### config.mk
export PLATFORM = sky130hd
export DESIGN_NAME = fp_int_mul_serial_param_flat
export DESIGN_NICKNAME = d
export VERILOG_FILES = /design/src/rtl/fp_int_mul_serial_param_pkg.sv /design/src/rtl/fp_int_mul_serial_param_if.sv /design/src/rtl/fp_int_mul_serial_param_shift_acc.sv /design/src/rtl/fp_int_mul_serial_param.sv /design/src/flat_wrapper.sv
export SDC_FILE = /design/constraint.sdc
export NUM_CORES = 1
export LEC_CHECK = 0
export ABC_AREA = 1
export CORE_MARGIN = 2
export CORE_UTILIZATION = 40
export CTS_BUF_LIST = sky130_fd_sc_hd__clkbuf_16
export CTS_CLUSTER_SIZE = 30
export DETAILED_ROUTE_END_ITERATION = 8
export PLACE_DENSITY = 0.71
export SYNTH_ARGS = -nofsm -noshare
export SYNTH_HDL_FRONTEND = slang
export SYNTH_SLANG_ARGS = --single-unit
### constraint.sdc
create_clock -name clk_i -period 3.66 [get_ports clk_i]
set_clock_uncertainty 0.1 [all_clocks]
set_input_delay 0.732 -clock clk_i [delete_from_list [all_inputs] [get_ports clk_i]]
set_output_delay 0.732 -clock clk_i [all_outputs]
set_load 0.05 [all_outputs]
### src/rtl/fp_int_mul_serial_param_pkg.sv
// Shared definitions for the bit-serial FP16 x INTn multiplier: FP16 field layout,
// weight encodings, FSM states and width helpers.
package fp_int_mul_serial_param_pkg;

  localparam int FP_EXP_LSB = 10;
  localparam int FP_EXP_W   = 5;
  localparam int FP_FRAC_W  = 10;

  localparam logic MODE_SM = 1'b0;
  localparam logic MODE_TC = 1'b1;

  typedef enum logic [1:0] {
    ST_IDLE = 2'd0,
    ST_ACC  = 2'd1,
    ST_DONE = 2'd2
  } state_e;

  // 11-bit significand times a (W_MAX-1)-bit magnitude
  function automatic int mant_w(input int w_max);
    return 11 + w_max - 1;
  endfunction

  function automatic logic [3:0] clamp_prec(input logic [3:0] p, input logic [3:0] p_max);
    if (p == 4'd0) begin
      return 4'd1;
    end else if (p > p_max) begin
      return p_max;
    end else begin
      return p;
    end
  endfunction

endpackage

### src/rtl/fp_int_mul_serial_param_if.sv
// Configuration, input-beat and product handshake bundle of the serial multiplier.
interface fp_int_mul_serial_param_if
  import fp_int_mul_serial_param_pkg::*;
#(
  parameter int ACT_WIDTH = 16,
  parameter int W_MAX     = 8
) ();

  localparam int MANT_W = mant_w(W_MAX);

  logic                 set;
  logic [3:0]           precision;
  logic                 mode;
  logic                 flush;
  logic                 in_valid;
  logic                 in_ready;
  logic [ACT_WIDTH-1:0] act;
  logic                 w;
  logic                 out_valid;
  logic                 out_ready;
  logic                 sign_out;
  logic [4:0]           exp_out;
  logic [MANT_W-1:0]    mantissa_out;

  modport master (
    output set, precision, mode, flush, in_valid, act, w, out_ready,
    input  in_ready, out_valid, sign_out, exp_out, mantissa_out
  );

  modport slave (
    input  set, precision, mode, flush, in_valid, act, w, out_ready,
    output in_ready, out_valid, sign_out, exp_out, mantissa_out
  );

endinterface

### src/rtl/fp_int_mul_serial_param_shift_acc.sv
// Signed Horner shift-add accumulator: one weight bit per step, MSB first.
// acc_next_o exposes the value that will be registered at the coming edge.
module fp_int_mul_serial_param_shift_acc
  import fp_int_mul_serial_param_pkg::*;
#(
  parameter int MANT_W = 18
) (
  input  logic                     clk_i,
  input  logic                     rst_ni,
  input  logic                     clear_i,
  input  logic                     step_i,
  input  logic                     first_i,
  input  logic                     mode_i,
  input  logic                     w_i,
  input  logic [10:0]              mant_i,
  output logic signed [MANT_W:0]   acc_next_o
);

  logic signed [MANT_W:0] acc_q, acc_d, addend_s;

  // next accumulator value; the first beat is the sign bit (SM) or the -2^(P-1) weight (TC)
  always_comb begin
    addend_s = w_i ? signed'({{(MANT_W-10){1'b0}}, mant_i}) : {(MANT_W+1){1'b0}};
    acc_d    = acc_q;
    if (clear_i) begin
      acc_d = {(MANT_W+1){1'b0}};
    end else if (step_i) begin
      if (first_i) begin
        acc_d = (mode_i == MODE_SM) ? {(MANT_W+1){1'b0}} : -addend_s;
      end else begin
        acc_d = (acc_q <<< 1) + addend_s;
      end
    end else begin
      acc_d = acc_q;
    end
  end

  // accumulator register
  always_ff @(posedge clk_i or negedge rst_ni) begin
    if (!rst_ni) begin
      acc_q <= {(MANT_W+1){1'b0}};
    end else begin
      acc_q <= acc_d;
    end
  end

  assign acc_next_o = acc_d;

endmodule

### src/rtl/fp_int_mul_serial_param.sv
// Bit-serial FP16 x INTn multiplier: FSM, beat counter, handshakes and the
// registered sign/exponent/|mantissa| product stage.
module fp_int_mul_serial_param
  import fp_int_mul_serial_param_pkg::*;
#(
  parameter int ACT_WIDTH = 16,
  parameter int W_MAX     = 8
) (
  input  logic                     clk_i,
  input  logic                     rst_ni,
  fp_int_mul_serial_param_if.slave bus
);

  localparam int         MANT_W   = mant_w(W_MAX);
  localparam logic [3:0] PREC_MAX = 4'(W_MAX);

  state_e              state_q, state_d;
  logic [3:0]          cnt_q, cnt_d, prec_q, prec_d;
  logic                mode_q, mode_d, asign_q, asign_d, w0_q, w0_d;
  logic [4:0]          exp_q, exp_d, eo_q, eo_d;
  logic [10:0]         mant_q, mant_d, mant_cur_s;
  logic                ov_q, ov_d, sign_q, sign_d;
  logic [MANT_W-1:0]   mo_q, mo_d, mag_s;
  logic                in_ready_s, accept_s, first_s, last_s, neg_s, res_sign_s;
  logic                asign_cur_s, w0_cur_s;
  logic [4:0]          exp_cur_s;
  logic signed [MANT_W:0] acc_next_s;

  // handshake qualification and the operand view of the current beat
  always_comb begin
    in_ready_s  = (state_q != ST_DONE) | bus.out_ready;
    accept_s    = bus.in_valid & in_ready_s & ~bus.flush;
    first_s     = accept_s & (state_q != ST_ACC);
    last_s      = (cnt_q == (prec_q - 4'd1));
    asign_cur_s = first_s ? bus.act[ACT_WIDTH-1] : asign_q;
    exp_cur_s   = first_s ? bus.act[FP_EXP_LSB +: FP_EXP_W] : exp_q;
    mant_cur_s  = first_s ? {(bus.act[FP_EXP_LSB +: FP_EXP_W] != 5'd0), bus.act[FP_FRAC_W-1:0]}
                          : mant_q;
    w0_cur_s    = first_s ? bus.w : w0_q;
    neg_s       = acc_next_s[MANT_W];
    mag_s       = MANT_W'(neg_s ? -acc_next_s : acc_next_s);
    if (mag_s == {MANT_W{1'b0}}) begin
      res_sign_s = 1'b0;
    end else if (mode_q == MODE_TC) begin
      res_sign_s = asign_cur_s ^ neg_s;
    end else begin
      res_sign_s = asign_cur_s ^ w0_cur_s;
    end
  end

  fp_int_mul_serial_param_shift_acc #(.MANT_W(MANT_W)) u_acc (
    .clk_i      (clk_i),
    .rst_ni     (rst_ni),
    .clear_i    (bus.flush),
    .step_i     (accept_s),
    .first_i    (first_s),
    .mode_i     (mode_q),
    .w_i        (bus.w),
    .mant_i     (mant_cur_s),
    .acc_next_o (acc_next_s)
  );

  // next-state logic; a DONE hand-off and a new first beat may happen in the same cycle
  always_comb begin
    state_d = state_q;  cnt_d  = cnt_q;   prec_d = prec_q;  mode_d = mode_q;
    asign_d = asign_q;  exp_d  = exp_q;   mant_d = mant_q;  w0_d   = w0_q;
    ov_d    = ov_q;     sign_d = sign_q;  eo_d   = eo_q;    mo_d   = mo_q;
    if (bus.flush) begin
      state_d = ST_IDLE;
      cnt_d   = 4'd0;
      ov_d    = 1'b0;
    end else begin
      case (state_q)
        ST_IDLE: begin
          if (bus.set) begin
            prec_d = clamp_prec(bus.precision, PREC_MAX);
            mode_d = bus.mode;
          end else begin
            prec_d = prec_q;
          end
        end
        ST_ACC: begin
          state_d = ST_ACC;
        end
        ST_DONE: begin
          if (bus.out_ready) begin
            ov_d    = 1'b0;
            state_d = ST_IDLE;
          end else begin
            ov_d = 1'b1;
          end
        end
        default: state_d = ST_IDLE;
      endcase
      if (accept_s) begin
        asign_d = asign_cur_s;
        exp_d   = exp_cur_s;
        mant_d  = mant_cur_s;
        w0_d    = w0_cur_s;
        if (last_s) begin
          cnt_d   = 4'd0;
          state_d = ST_DONE;
          ov_d    = 1'b1;
          sign_d  = res_sign_s;
          eo_d    = exp_cur_s;
          mo_d    = mag_s;
        end else begin
          cnt_d   = cnt_q + 4'd1;
          state_d = ST_ACC;
        end
      end else begin
        cnt_d = cnt_d;
      end
    end
  end

  // state, operand latches and output registers
  always_ff @(posedge clk_i or negedge rst_ni) begin
    if (!rst_ni) begin
      state_q <= ST_IDLE;  cnt_q  <= 4'd0;  prec_q <= 4'd1;   mode_q <= 1'b0;
      asign_q <= 1'b0;     exp_q  <= 5'd0;  mant_q <= 11'd0;  w0_q   <= 1'b0;
      ov_q    <= 1'b0;     sign_q <= 1'b0;  eo_q   <= 5'd0;   mo_q   <= {MANT_W{1'b0}};
    end else begin
      state_q <= state_d;  cnt_q  <= cnt_d;   prec_q <= prec_d;  mode_q <= mode_d;
      asign_q <= asign_d;  exp_q  <= exp_d;   mant_q <= mant_d;  w0_q   <= w0_d;
      ov_q    <= ov_d;     sign_q <= sign_d;  eo_q   <= eo_d;    mo_q   <= mo_d;
    end
  end

  assign bus.in_ready     = in_ready_s;
  assign bus.out_valid    = ov_q;
  assign bus.sign_out     = sign_q;
  assign bus.exp_out      = eo_q;
  assign bus.mantissa_out = mo_q;

endmodule

### src/flat_wrapper.sv
// flat-port wrapper written by rule: the top's interface ports become plain ports
module fp_int_mul_serial_param_flat import fp_int_mul_serial_param_pkg::*;
#(
  parameter int ACT_WIDTH = 16,
  parameter int W_MAX     = 8
)
  (clk_i, rst_ni, bus_set, bus_precision, bus_mode, bus_flush, bus_in_valid, bus_act, bus_w, bus_out_ready, bus_in_ready, bus_out_valid, bus_sign_out, bus_exp_out, bus_mantissa_out);
  fp_int_mul_serial_param_if #(.ACT_WIDTH(ACT_WIDTH), .W_MAX(W_MAX)) bus_i ();
  input  logic clk_i;
  input  logic rst_ni;
  input wire logic [$bits(bus_i.set)-1:0] bus_set;
  input wire logic [$bits(bus_i.precision)-1:0] bus_precision;
  input wire logic [$bits(bus_i.mode)-1:0] bus_mode;
  input wire logic [$bits(bus_i.flush)-1:0] bus_flush;
  input wire logic [$bits(bus_i.in_valid)-1:0] bus_in_valid;
  input wire logic [$bits(bus_i.act)-1:0] bus_act;
  input wire logic [$bits(bus_i.w)-1:0] bus_w;
  input wire logic [$bits(bus_i.out_ready)-1:0] bus_out_ready;
  output wire logic [$bits(bus_i.in_ready)-1:0] bus_in_ready;
  output wire logic [$bits(bus_i.out_valid)-1:0] bus_out_valid;
  output wire logic [$bits(bus_i.sign_out)-1:0] bus_sign_out;
  output wire logic [$bits(bus_i.exp_out)-1:0] bus_exp_out;
  output wire logic [$bits(bus_i.mantissa_out)-1:0] bus_mantissa_out;
  assign bus_i.set = bus_set;
  assign bus_i.precision = bus_precision;
  assign bus_i.mode = bus_mode;
  assign bus_i.flush = bus_flush;
  assign bus_i.in_valid = bus_in_valid;
  assign bus_i.act = bus_act;
  assign bus_i.w = bus_w;
  assign bus_i.out_ready = bus_out_ready;
  assign bus_in_ready = bus_i.in_ready;
  assign bus_out_valid = bus_i.out_valid;
  assign bus_sign_out = bus_i.sign_out;
  assign bus_exp_out = bus_i.exp_out;
  assign bus_mantissa_out = bus_i.mantissa_out;
  fp_int_mul_serial_param #(.ACT_WIDTH(ACT_WIDTH), .W_MAX(W_MAX)) u_core (.clk_i(clk_i), .rst_ni(rst_ni), .bus(bus_i));
endmodule
==> results of run 1 <==
==> layout by cell type, fill, tap and decap left out, types with 5 or more instances in the layout <==
cell and instances:
a21oi_1 8, a21oi_2 7, a31oi_1 12, buf_4 144, buf_6 6, clkbuf_16 9
clkdlybuf4s50_1 43, dfrtp_1 72, dlygate4sd2_1 5, ha_4 10, inv_1 77, inv_2 18
nand2_1 174, nand2_2 52, nand2_4 11, nand3_1 38, nand3_2 26, nand3_4 6
nand3b_1 5, nand4_1 10, nor2_1 39, nor2_2 14, nor2_4 11, o21a_1 7
o21ai_0 21, o21ai_1 8, xnor2_1 6, xor2_1 12
==> power by group through the flow <==
| stage | Sequential [µW] | Clock, µW | Combinational, µW |
|---|---|---|---|
| after floorplan | 1510 | 0 | 763 |
| after global placement | 1140 | 0 | 1790 |
| after detailed placement | 1140 | 0 | 1800 |
| after CTS | 1130 | 963 | 1940 |
| after global routing | 1150 | 1000 | 2220 |
| final | 1130 | 952 | 2060 |
==> area by class of cell <==
cell class / count / area (µm²)
fill: 1083 / 4686
clock inverter: 6 / 83.83
sequential: 73 / 1828
clock buffer: 9 / 225.2
multi-input combinational: 520 / 3400
tap: 172 / 215.2
timing repair buffer: 203 / 1695
inverter: 99 / 384.1
==> flip-flops by register name, indices dropped and copies added, names as in the netlist <==
register and count:
u_core.prec_q 4, u_core.state_q 2, u_core.bus.sign_out 1, u_core.bus.out_valid 1, u_core.asign_q 1, u_core.mode_q 1
u_core.u_acc.acc_q 19, u_core.exp_q 5, u_core.bus.mantissa_out 18, u_core.mant_q 11, u_core.cnt_q 4, u_core.w0_q 1
u_core.bus.exp_out 5
==> repair_timing <==
item,CTS,global route
pin swaps,60,55
buffers inserted,25,15
endpoints found under the setup margin,18,12
gates cloned,3,0
resized for setup,79,72
==> path summary, 6_finish.rpt <==
kind	from	end	cells after the start
min reg2reg	u_core.w0_q	u_core.w0_q	2
max in group asynchronous	rst_ni	u_core.bus.mantissa_out[14]	1
max reg2reg	u_core.state_q[1]	u_core.bus.sign_out	28
min	u_core.w0_q	u_core.w0_q	2
min in group asynchronous	rst_ni	u_core.mant_q[1]	1
max	u_core.state_q[1]	u_core.bus.sign_out	28
==> Yosys cell counts, types with 3 or more instances <==
cell      number  area share (%)
clkbuf_1       9            0.66
xor2_1        13             2.2
nand3_2       15             3.0
nand2_2       24             3.0
nand4_1       10             1.2
ha_1          14             3.4
o21ai_0       30             3.0
o21ai_1        3            0.30
inv_1         91             6.7
a31oi_1       15             1.8
nand2_1      210              15
nand3_1       53             5.2
nor3_1         4            0.39
nor2_2         9             1.1
xnor2_1        6             1.0
nor2_4         4            0.89
nand3b_1       5            0.74
nor2_1        50             3.7
inv_2          7            0.52
buf_6          3            0.66
buf_2          4            0.39
o21a_1         7             1.0
o22ai_1        4            0.49
dfrtp_1       72              35
a21oi_1       16             1.6
==> cell families after synthesis <==
kind of cell	after synthesis	synth area share (%)
fa+ha+maj	15	3.837
flops	73	35.93
simple gates	395	37.36
xor+xnor	19	3.271
compound gates	88	10.45
buf+inv	116	9.149
==> per-layer routing <==
layer	wire length, µm	share of wire, %
met5	0	0
met4	382	2.4
met3	975	6.2
met2	7206	46
met1	7223	46
==> stage by stage <==
stage	setup slack (ns)	hold slack (ns)	area, µm²	TNS [ns]	total power, µW
2_1_floorplan	-0.1557	0.3364	5207	-0.1557	2273
4_1_cts	-0.01252	0.3726	7475	-0.01252	4036
6_report	-0.1255	0.3701	7831	-0.1933	4146
3_3_place_gp	-0.9161	0.3573	6705	-11.59	2925
3_5_place_dp	-0.9467	0.3598	6705	-12.39	2935
5_1_grt	-0.2845	0.3961	7831	-1.220	4378
==> worst max-delay path, delay by kind of cell, from the launching register on <==
kind | cells | cell delay [ns]
adders and majority gates | 1 | 0.26
AOI/OAI and AO/OA | 4 | 0.65
DFF | 1 | 0.40
and+or+nand+nor | 18 | 1.76
buffers and inverters | 4 | 0.35
xor gates and xnor gates | 1 | 0.15
==> metrics.txt, run 1 <==
status=finished with violations; failing checks=setup timing; dpl hpwl=10.42 mm; Cells after DPL=a little over 1k; P_leak=just under 0.004 µW; Tmin final=~3.8 ns; GRT overflow=0; CP peak stage delay=roughly 0.40 ns; Root Driver=clkbuf_16; Total Routing Usage GR=a little under a quarter; Post-synth ARST share=100.0%; Int Pwr=around 2400 µW; Slowest-stage cell, CP=dfrtp_1; Post-Syn Nets=749; Yosys reg bits=73; CP Class=register to register; Worst R2R Setup Slack=-0.13 ns; met2 global-route usage=39.19%; GRT Max-Usage Layer=met2; n_diodes=0; DR WL/cell=roughly 15 µm; Syn. warnings=0; Area Growth Syn to Fin=53.94%; post-layout util=a little over three fifths; Clk pwr share=between 20% and 30%; Slew headroom=37.45%; unrepaired setup endpoints after global routing=yes; setup slack after layout=-0.1255 ns; H-Tree Depth=3; WP data arrival=~3.9 ns; Pwr per Cell Area=about 530 nW/µm²; switching share of power=a little over 40%; final wirelength=around 16 mm; # rows=41; number of global-route vias before repair=between 5k and 6k; Hold WC Path Type=register to register; sequential share of power=27.3%; largest net degree at the start of global routing=74; number of DRC markers in iteration 0=300; Setup crit end kind=register; first-pass GRT wire length=around 25 mm; Nets=approximately 950; Setup Viol. Count Final=3; cts bufs inserted=9; Mapped Cells=706; Clock transition at path regs=about 0.060 ns; Initial Util=approximately two fifths; startpoint types=register; core area=~13,000 µm²; via density per instance=between 4 and 5; worst vdd ir=~0.55 mV; worst-path fanout max=6; ys flop type=dfrtp_1; sequential share of the synthesized area=a little over a third; detailed-route DRC error count=0; Final period util=103.4%; CTS tree=built; WP data required=3.79 ns; met1 GRT Util=about a third; Critical Path Most Common Cell=nand2_1; Combinational Power Share=roughly half; share of post-route cells with drive strength above 1=between 30 and 40%; Die Height=approximately 120 µm; Ports=54; Mapped Avg Cell Area=a little over 7 µm²; worst slew pin tran=0.9383 ns; cell area after synthesis=between 5000 and 6000 µm²; vias=around 5.4k; Clock Path Buffers=2; Clock Latency Late Sink=between 0.3 and 0.4 ns; Post-synth EDFFs=0; TritonCTS Sinks=73; fmax=between 200 and 300 MHz; grt met3 use=under 10%; Final Wtd Congestion=~0.92; first-pass iteration count of the detailed router=5; Finished Layout Cells=1,082; Cell variety after synth=between 40 and 50; Final ANT Viol Nets=0; Pins Over Slew Limit=0; Die Width=116.8 µm; Net Sw Power=around 1700 µW; die area=between 10,000 and 15,000 µm²; initial antenna violation count=0; Max-Cap Viols=0; IO Port Bufs=53; Hold Violations, Final=0; hold_buf cts=0
No activity file was read; power rests on OpenSTA's default activity.
==> inputs of run 2 (changes only) <==
--- a/config.mk
+++ b/config.mk
@@ -6,12 +6,13 @@
 export NUM_CORES = 1
 export LEC_CHECK = 0
 export ABC_AREA = 1
+export ABC_CLOCK_PERIOD_IN_PS = 4100
 export CORE_MARGIN = 2
 export CORE_UTILIZATION = 40
 export CTS_BUF_LIST = sky130_fd_sc_hd__clkbuf_16
 export CTS_CLUSTER_SIZE = 30
 export DETAILED_ROUTE_END_ITERATION = 8
-export PLACE_DENSITY = 0.71
+export PLACE_DENSITY = 0.69
 export SYNTH_ARGS = -nofsm -noshare
 export SYNTH_HDL_FRONTEND = slang
 export SYNTH_SLANG_ARGS = --single-unit
==> constraint.sdc (replaced) <==
create_clock -name clk_i -period 4.1 [get_ports clk_i]
set_clock_uncertainty 0.1 [all_clocks]
set_input_delay 0.82 -clock clk_i [delete_from_list [all_inputs] [get_ports clk_i]]
set_output_delay 0.82 -clock clk_i [all_outputs]
set_load 0.05 [all_outputs]
==> metrics.txt, run 2 (synthesis gave the netlist of run 1 again) <==
status=finished clean; fmax=251.9 MHz; Largest register FFs=19; CTS tree=built; detailed-route DRC error count=0; # rows=41; Largest Register=u_core.u_acc.acc_q; die area=between 10,000 and 15,000 µm²; critical path launch point=bus_out_ready; largest net degree at the start of global routing=74; worst vdd ir=0.4063 mV; Finished Layout Cells=1,059; hold_buf cts=0; worst-path fanout max=5; Pins Over Slew Limit=0; Final ANT Viol Nets=0; Final period util=between 90% and 100%; DR WL/cell=between 10 and 15 µm; Final Wtd Congestion=~0.96; Tmin final=just under 4 ns; Die Height=~120 µm; IO Port Bufs=53; Cells after DPL=just over 1k; Clock Path Buffers=2; Hold Violations, Final=0; WP data required=4.23 ns; first-pass GRT wire length=24.45 mm; first-pass iteration count of the detailed router=6; WP data arrival=around 4.1 ns; Max-Cap Viols=0; Initial Util=between 40% and 50%; Clock transition at path regs=0.06 ns; Final Instance Area=between 7000 and 8000 µm²; initial antenna violation count=0; launch point of the worst reg-to-reg path=u_core.state_q[1]; Critical Path Most Common Cell=nand2_1; P_leak=around 0.0038 µW; via density per instance=between 4 and 5; n_diodes=0; Setup Viol. Count Final=0; startpoint types=primary input; GRT overflow=0; Post-DP Area=roughly 6600 µm²; Setup crit end kind=register; Nets=roughly 900; Root Driver=clkbuf_16; Slowest-stage cell, CP=dlygate4sd2_1; CP peak stage delay=0.24 ns; WP buf/inv=5; number of DRC markers in iteration 0=305; Area Growth Syn to Fin=46.90%; Die Width=about 120 µm; CP Class=primary input to register; Slew headroom=a little under two fifths; Largest delay share family, worst path=simple AND/OR/NAND/NOR gates; Pwr per Cell Area=around 480 nW/µm²; commonest cells after routing, fill and taps aside=nand2_1 (186), buf_4 (120), inv_1 (80), dfrtp_1 (72), nand2_2 (47); H-Tree Depth=3; dpl hpwl=between 10 and 15 mm; final wirelength=~15 mm; Hold WC Path Type=register to register; share of post-route cells with drive strength above 1=34.39%; most common cell after layout, fill and taps aside=nand2_1; core area=12,520 µm²; number of global-route vias before repair=~5k; cts bufs inserted=9; vias=5,218; Clock Latency Late Sink=0.35 ns; hold_sp=u_core.exp_q[3]; Ports=54; worst slew pin tran=~0.94 ns; Total Routing Usage GR=22.91%; TritonCTS Sinks=73
==> run 2: repair_timing <==
item | 4_1_cts | 5_1_grt
pin swaps | 17 | 44
setup buffers | 11 | 5
endpoints found under the setup margin | 9 | 10
resized for setup | 39 | 77
gates cloned | 2 | 1
==> run 2: final cells by class <==
type                       instances  area [µm²]
clock buffer                       9       225.2
clock inverter                     7       70.07
fill                            1159        5044
inverter                          99       374.1
multi-input combinational        520        3233
sequential                        73        1828
tap                              172       215.2
timing repair buffer             179        1528
==> run 2: path summary, 6_finish.rpt <==
path	to	slack (ns)	cells past startpoint
hold reg to reg	u_core.exp_q[3]	0.38	2
max in group asynchronous	u_core.bus.sign_out	2.77	1
setup reg to reg	u_core.bus.sign_out	0.28	30
setup / recovery	u_core.bus.sign_out	0.13	31
hold / removal	u_core.exp_q[3]	0.38	2
min in group asynchronous	u_core.mant_q[3]	0.52	1
==> run 2: through the flow <==
step / hold slack, ns / worst slack [ns] / power (µW) / TNS, ns / util, %
floorplan: 0.3400 / 0.07953 / 1995 / 0 / -
global placement: 0.3540 / -0.5361 / 2586 / -4.824 / 52.57
detailed placement: 0.3641 / -0.5407 / 2598 / -5.192 / 52.57
CTS: 0.3815 / 0.01450 / 3478 / 0 / 57.13
global route: 0.4151 / -0.09130 / 3787 / -0.09130 / 59.71
finish: 0.3754 / 0.1295 / 3568 / 0 / 59.71
==> run 2: per-layer routing <==
metal  global-route usage, %  vias to the layer above  share of wire [%]
met5                       0                        -                  0
met4                   5.412                        0                1.9
met3                   5.819                       26                6.3
met2                   36.57                      167                 46
met1                   31.43                     2406                 46
li1                        -                     2619                  -
==> run 2: tightest hold or removal path, stage by stage (launching register included) <==
cell     delay [ns]
dfrtp_1        0.32
nand2_1        0.06
nand2_1        0.06
==> run 2: report_power, final <==
group	switching, µW	internal [µW]	total [µW]	leakage, µW
Sequential	118	896	1010	0.000916
Clock	326	471	797	0.000141
Combinational	1050	712	1760	0.00270
Total	1490	2080	3570	0.00375
==> inputs of run 3 (changes only) <==
--- a/config.mk
+++ b/config.mk
@@ -6,12 +6,13 @@
 export NUM_CORES = 1
 export LEC_CHECK = 0
 export ABC_AREA = 1
-export ABC_CLOCK_PERIOD_IN_PS = 4100
+export CAP_MARGIN = 20
 export CORE_MARGIN = 2
 export CORE_UTILIZATION = 40
 export CTS_BUF_LIST = sky130_fd_sc_hd__clkbuf_16
 export CTS_CLUSTER_SIZE = 30
 export DETAILED_ROUTE_END_ITERATION = 8
+export GPL_ROUTABILITY_DRIVEN = 0
 export PLACE_DENSITY = 0.69
 export SYNTH_ARGS = -nofsm -noshare
 export SYNTH_HDL_FRONTEND = slang
==> metrics.txt, run 3 (synthesis gave the netlist of run 1 again) <==
Largest register FFs=19; Final ANT Viol Nets=0; WP data arrival=between 4 and 5 ns; Clock Latency Late Sink=approximately 0.34 ns; cts bufs inserted=9; most common cell after layout, fill and taps aside=nand2_1; Area Growth Syn to Fin=45.70%; vias=between 5k and 6k; largest net degree at the start of global routing=74; hold_sp=u_core.w0_q; number of global-route vias before repair=a little under 5k; Hold Violations, Final=0; Place WS=-0.6178 ns; n_diodes=0; core area=12,520 µm²; Total Routing Usage GR=roughly 22%; CP Class=primary input to register; CTS tree=built; P_leak=0.003719 µW; final wirelength=between 10 and 15 mm; first-pass iteration count of the detailed router=7; H-Tree Depth=3; WP data required=approximately 4.3 ns; share of post-route cells with drive strength above 1=32.99%; Final period util=roughly 96%; hold_buf cts=0; setup slack after layout=about 0.17 ns; Largest Register=u_core.u_acc.acc_q; TritonCTS Sinks=73; Ports=54; die area=about 14,000 µm²; DR WL/cell=~14 µm; GRT overflow=0; Slew headroom=between 30% and 40%; Max-Cap Viols=0; worst-path fanout max=7; commonest cells after routing, fill and taps aside=nand2_1 (191), buf_4 (113), inv_1 (81), dfrtp_1 (72), clkdlybuf4s50_1 (46); status=finished clean; setup TNS=0 ns; first-pass GRT wire length=about 23 mm; fmax=254.8 MHz; dpl hpwl=10.11 mm; worst slew pin tran=between 0.9 and 1 ns; Setup Viol. Count Final=0; worst vdd ir=between 0.4 and 0.5 mV; Pwr per Cell Area=477.8 nW/µm²; Pins Over Slew Limit=0; Clock Path Buffers=2; Die Width=116.8 µm; via density per instance=slightly below 5; initial antenna violation count=0; # rows=~40; Final Power=around 3500 µW; critical path launch point=bus_flush; startpoint types=primary input; number of DRC markers in iteration 0=roughly 210; launch point of the worst reg-to-reg path=u_core.state_q[1]; Tmin final=just under 4 ns; Hold WC Path Type=register to register; Worst R2R Setup Slack=between 0.3 and 0.4 ns; Nets=roughly 920; Initial Util=40.64%; Setup crit end kind=register; Die Height=116.8 µm; detailed-route DRC error count=0; Clock transition at path regs=roughly 0.060 ns; IO Port Bufs=53; Root Driver=clkbuf_16
==> run 3: cell count changes in the layout (fill, tap and decap cells not counted), sizes merged <==
| cell | delta |
|---|---|
| inv | -2 |
| buf | -6 |
| nand2 | -1 |
| clkinvlp | -2 |
| clkdlybuf4s15 | -1 |
| dlygate4sd2 | +1 |
| clkinv | +4 |
| nor2 | -1 |
==> run 3: layout make-up <==
cell class / count / area [µm²]
Multi-Input combinational cell: 518 / 3204
Sequential cell: 73 / 1828
Inverter: 99 / 376.6
Clock buffer: 9 / 225.2
Tap cell: 172 / 215.2
Fill cell: 1128 / 5105
Clock inverter: 7 / 70.07
Timing Repair Buffer: 173 / 1493
==> run 3: report_power, final <==
part / switching (µW) / internal (µW) / leakage [µW] / total [µW]
combinational: 1030 / 703 / 0.00266 / 1730
sequential: 119 / 896 / 0.000916 / 1020
clock: 322 / 471 / 0.000147 / 793
total: 1470 / 2070 / 0.00372 / 3540
==> run 3: metrics by stage <==
stage | hold slack (ns) | cell area (µm²) | cells | util (%)
after floorplan | 0.3400 | 5087 | 706 | -
after global placement | 0.3549 | 6490 | 1012 | 51.85
after detailed placement | 0.3586 | 6490 | 1012 | 51.85
after CTS | 0.3719 | 7002 | 1039 | 55.94
after global routing | 0.4048 | 7412 | 1051 | 59.22
final | 0.3736 | 7412 | 1051 | 59.22
==> run 3: critical path: stages <==
cell,delay (ns)
dlygate4sd2_1,0.27
inv_4,0.10
buf_4,0.13
nand4_4,0.17
buf_6,0.18
nand2_1,0.08
nand3_2,0.11
inv_4,0.10
ha_2,0.29
nand3_2,0.11
nand2_1,0.11
nand3_2,0.12
nand3_2,0.11
nand3_2,0.09
inv_1,0.04
o21ai_0,0.18
nand3_1,0.12
nand2_2,0.12
buf_4,0.13
nor2_2,0.04
nand3_1,0.06
nand2_1,0.07
nand3_1,0.09
nand2_1,0.07
buf_4,0.13
buf_4,0.12
a31oi_1,0.13
==> run 3: metal layers <==
metal  global-route usage (%)  part of all wire (%)  routed length [µm]  vias up
li1                         -                     -                   -     2597
met1                    29.53                    46                6824     2413
met2                    35.65                    46                6796      152
met3                    3.708                   5.8                 852       30
met4                    6.745                   2.1                 314        0
met5                        0                     0                   0        -
==> run 3: worst paths after layout <==
check / to / cells after the start
worst max register to register: u_core.bus.sign_out / 30
min in group asynchronous: u_core.mant_q[3] / 1
max in group asynchronous: u_core.bus.mantissa_out[16] / 1
worst min register to register: u_core.w0_q / 2
worst max-delay path: u_core.bus.mantissa_out[17] / 27
worst min-delay path: u_core.w0_q / 2
==> run 3: what timing repair did <==
item / 4_1_cts / 5_1_grt
buffers inserted: 9 / 13
gates resized for setup: 30 / 82
hold endpoints to repair: 0 / 0
pin swaps: 24 / 41
endpoints found under the setup margin: 11 / 10
cloned: 2 / 0
